**config.mk**
```make
export PLATFORM = sky130hd
export DESIGN_NAME = counter_updown_mod_n
export DESIGN_NICKNAME = d
export VERILOG_FILES = /design/src/rtl/counter_pkg.sv /design/src/rtl/counter_updown_mod_n.sv
export SDC_FILE = /design/constraint.sdc
export NUM_CORES = 1
export LEC_CHECK = 0
export CAP_MARGIN = 20
export CORE_AREA = 2 2 39 41
export CTS_BUF_LIST = sky130_fd_sc_hd__clkbuf_8
export DETAILED_ROUTE_END_ITERATION = 8
export DIE_AREA = 0 0 41 43
export GPL_TIMING_DRIVEN = 0
export PLACE_DENSITY = 0.56
export SYNTH_ARGS = -nofsm -noshare
export SYNTH_HDL_FRONTEND = slang
export SYNTH_SLANG_ARGS = --single-unit
export TNS_END_PERCENT = 5
```
**constraint.sdc**
```tcl
create_clock -name clk -period 2.14 [get_ports clk]
set_input_delay 0.321 -clock clk [delete_from_list [all_inputs] [get_ports clk]]
set_output_delay 0.321 -clock clk [all_outputs]
set_load 0.05 [all_outputs]
```
**src/rtl/counter_pkg.sv**
```systemverilog
// ---------------------------------------------------------------------------
// | Module  : counter_pkg                                                    |
// | Brief   : Direction encodings and terminal-value check for the counter.  |
// | Rev     : 1.0  initial release                                           |
// ---------------------------------------------------------------------------
`default_nettype none

package counter_pkg;

  localparam logic DIR_UP   = 1'b1;
  localparam logic DIR_DOWN = 1'b0;

  // Values outside 0..mod-1 never match, so a corrupt count reads as non-terminal.
  function automatic logic is_terminal(input logic [31:0] cnt,
                                       input logic        up_dn,
                                       input int unsigned mod);
    logic [31:0] top;
    top = 32'(mod - 1);
    return (up_dn == DIR_UP) ? (cnt == top) : (cnt == 32'd0);
  endfunction

endpackage

`default_nettype wire

```
**src/rtl/counter_updown_mod_n.sv**
```systemverilog
// ---------------------------------------------------------------------------
// | Module  : counter_updown_mod_n                                           |
// | Brief   : Modulo-N up/down counter with load, one-shot halt, tc and wrap.|
// | Rev     : 1.0  initial release                                           |
// ---------------------------------------------------------------------------
`default_nettype none

module counter_updown_mod_n
  import counter_pkg::*;
#(
  parameter int WIDTH = 4,
  parameter int MOD   = 16,
  parameter int INIT  = MOD - 1
) (
  input  logic             clk,
  input  logic             rst,
  input  logic             en,
  input  logic             up_dn,
  input  logic             load,
  input  logic [WIDTH-1:0] load_val,
  input  logic             oneshot,
  output logic [WIDTH-1:0] count,
  output logic             tc,
  output logic             wrap,
  output logic             done
);

  localparam logic [WIDTH-1:0] c_MAX  = WIDTH'(MOD - 1);
  localparam logic [WIDTH-1:0] c_INIT = WIDTH'(INIT);
  // One bit wider so MOD == 2**WIDTH is representable in the range compares.
  localparam logic [WIDTH:0]   c_MOD  = (WIDTH + 1)'(MOD);

  if ((MOD < 2) || (longint'(MOD) > (longint'(1) << WIDTH)) ||
      (INIT < 0) || (INIT >= MOD)) begin : g_bad_params
    $fatal(1, "counter_updown_mod_n: illegal WIDTH/MOD/INIT combination");
  end

  logic [WIDTH-1:0] r_count;
  logic             r_wrap;
  logic             r_done;
  logic [WIDTH-1:0] w_load_sat;
  logic             w_tc;

  assign w_load_sat = ({1'b0, load_val} < c_MOD) ? load_val : c_MAX;
  assign w_tc       = is_terminal(32'(r_count), up_dn, MOD);

  always_ff @(posedge clk) begin
    if (rst) begin
      r_count <= c_INIT;
      r_wrap  <= 1'b0;
      r_done  <= 1'b0;
    end else if (load) begin
      r_count <= w_load_sat;
      r_wrap  <= 1'b0;
      r_done  <= 1'b0;
    end else if (en && !r_done) begin
      if (w_tc && oneshot) begin
        r_done <= 1'b1;
        r_wrap <= 1'b0;
      end else if (w_tc) begin
        r_count <= (up_dn == DIR_UP) ? '0 : c_MAX;
        r_wrap  <= 1'b1;
      end else begin
        r_count <= (up_dn == DIR_UP) ? r_count + 1'b1 : r_count - 1'b1;
        r_wrap  <= 1'b0;
      end
    end else begin
      r_wrap <= 1'b0;
    end
  end

  always_ff @(posedge clk) begin
    if (!rst) begin
      assert ({1'b0, r_count} < c_MOD);
    end
  end

  assign count = r_count;
  assign tc    = w_tc;
  assign wrap  = r_wrap;
  assign done  = r_done;

endmodule

`default_nettype wire

```
==> impl_metrics.tcl <==
set metrics [dict create \
    maxSlewHeadroom 0.6728 \
    globalRoute.totalOverflow 0 \
    fin_util 0.4467 \
    die_area_um2 1763 \
    syn_avg_cell_area_um2 8.541 \
    min-delay-start "done" \
    num_antenna_cells 0 \
    nNetsFinal 80 \
    synth_ff_type "dfxtp_1" \
    worstPathArrival_ps 1720 \
    synth_edf_count 0 \
    netlist_instances 46 \
    start_util 0.2839 \
    ys_types 23 \
    first_pass_iters 3 \
    cts_tree "built" \
    finalCritPeriodShare 0.9550 \
    ir_drop_uv 404.1 \
    multi_input_area_um2 260.3 \
    startpoint_type "flop" \
    synth_commonest_cells "a21oi_1 (6), dfxtp_1 (6), nor2_1 (4)" \
    rrSetupSlack_ps 340 \
    drive_gt1_frac 0.1231 \
    drc_errors 0 \
    clockBufferDepth 2 \
    crit_type "flop to output pin" \
    r2r_start "count[0]" \
    dp_hpwl_um 770.3 \
    syn-num-nets 59 \
    clock_latency_ps 220 \
    yosysWarningCount 0 \
    required_ps 1820 \
    worstPathMaxFanout 7 \
    area_growth_pct 57.32 \
    fill_cells 144 \
    grt_start_max_net_pins 9 \
    finalSetupViolCount 0 \
    skew_ps 2.124 \
    grt_pass1_vias 354 \
    yosysTopAreaCell "dfxtp_1" \
    p_total_w 0.0004651 \
    crit_path_start "count[0]" \
    wl_um 952 \
    fin_cells 81 \
    fp-row-count 14 \
    register_area_um2 120.1 \
    fin_crit_ps 2044 \
    async_reset_ff_frac 0 \
    cts-hold-fix-buffers 0 \
    ant_nets 0 \
    status "completed" \
    port_buffers 16 \
    setup.worst_path.end_class "output pin" \
    cts_root_buf "clkbuf_8" \
    rsz0062_at_grt "no" \
    cts_buffers 3 \
    dp_cells 78 \
    final-hold-violation-count 0 \
    grt_antenna_before_repair 0 \
    drv_cap 0 \
    cp_cell_sequence "or4_1 -> mux2_4 -> clkinv_2 -> buf_6" \
    crit_family "simple AND/OR/NAND/NOR gates" \
    synth-seq-cells 6 \
    yosysSeqAreaShare 0.3057 \
    cpMaxStageDelayCell "or4_1" \
    ios 17 \
    worst_pin_slew_ps 489.3 \
    avgViaCountPerCell 4.815 \
    die-width_um 41 \
    num_vias 390 \
    p_leak_nw 0.2514 \
    timing.hold.ws_ps 541.6 \
    path_buf_inv 2 \
    power_density_nw_per_um2 752.5 \
    grtUsageTotal 0.1355 \
    hold_path.class "flop to flop" \
    grt_first_pass_wirelength_mm 1.559 \
    cpPeakStageDelay_ps 560 \
    fmax_mhz 489.3 \
    slew_viol_final 0 \
    routedWlPerCell_um 11.75 \
    die_y_um 43 \
    syn_area_um2 392.9 \
    yosysTopAreaCellShare 0.3057 \
    initialDrtViolationCount 4 \
    synth_top_cells_by_area "dfxtp_1 (31%), a21oi_1 (7.6%), xnor2_1 (6.7%)" \
    path_clk_slew_ps 40 \
    htree_levels 1 \
    cts_sinks 6 \
    place.gp.congestion 0.7842 \
    core_area_um2 1384 \
]
==> path summary, 6_finish.rpt <==
kind	to	depth (start not counted)
max	tc	4
max reg2reg	count[0]	6
min reg2reg	done	2
min	done	2
==> layout make-up <==
class,instances,share of cell area
Timing Repair Buffer,16,0.2652
Inverter,3,0.02024
Multi-Input combinational cell,37,0.4211
Sequential cell,6,0.1943
Tap cell,16,0.03239
Clock buffer,3,0.06680
==> power breakdown <==
group	internal [W]	leakage [nW]	switching (W)
registers	0.000122	0.0495	0.0000146
clock network	0.000121	0.0216	0.0000462
logic	0.0000715	0.180	0.0000901
==> sequential cells by signal, summed over array words and instances, names as in the netlist <==
| signal | cells |
|---|---|
| count | 4 |
| done | 1 |
| wrap | 1 |
==> cell families (layout without fill, tap and decap cells) <==
family                   count (synthesis)  after routing  synth area share
buffers and inverters                    3             22           0.03184
XOR/XNOR                                 3              3           0.06689
AND/OR/NAND/NOR                         15             15            0.2070
adder cells (fa/ha/maj)                  3              3            0.1146
multiplexers                             1              1           0.03821
flip-flops                               6              6            0.3057
AO/OA/AOI/OAI                           15             15            0.2357
==> cells in the final DEF, fill, tap and decap left out, drive strengths merged <==
cell,count
inv,2
dlymetal6s2s,1
nand4,1
o22ai,1
nor3,3
fa,1
clkdlybuf4s50,14
nand2,2
clkbuf,3
nor4,1
o31ai,2
o21ai,3
mux2,1
buf,1
dfxtp,6
a21o,1
nand2b,1
ha,2
a31oi,1
clkinv,1
nor2,4
xnor2,3
or4,2
a21oi,7
nor4bb,1
==> worst min-delay path: stages (launching register included) <==
cell and delay, ps:
dfxtp_1 310, a31oi_1 130, nor3_1 50
==> per-stage QoR <==
stage / TNS (ps) / worst slack [ps] / area (um^2)
floorplan: 0 / 98.94 / 392.9
global placement: -607.8 / -607.8 / 573.1
global route: 0 / 34.51 / 618.1
detailed placement: -622.6 / -622.6 / 573.1
finish: 0 / 96.39 / 618.1
CTS: 0 / 17.91 / 615.6
==> what timing repair did <==
action	CTS	global route
endpoints found under the setup margin	1	1
setup buffers	0	0
gates resized for setup	7	1
==> layer usage <==
layer	track usage	up-vias	part of all wire
li1	-	215	-
met1	0.1576	166	0.44
met2	0.2031	9	0.50
met3	0.07853	0	0.064
met4	0.04000	0	0
met5	0	-	0
Power figures use the tool's default switching activity.
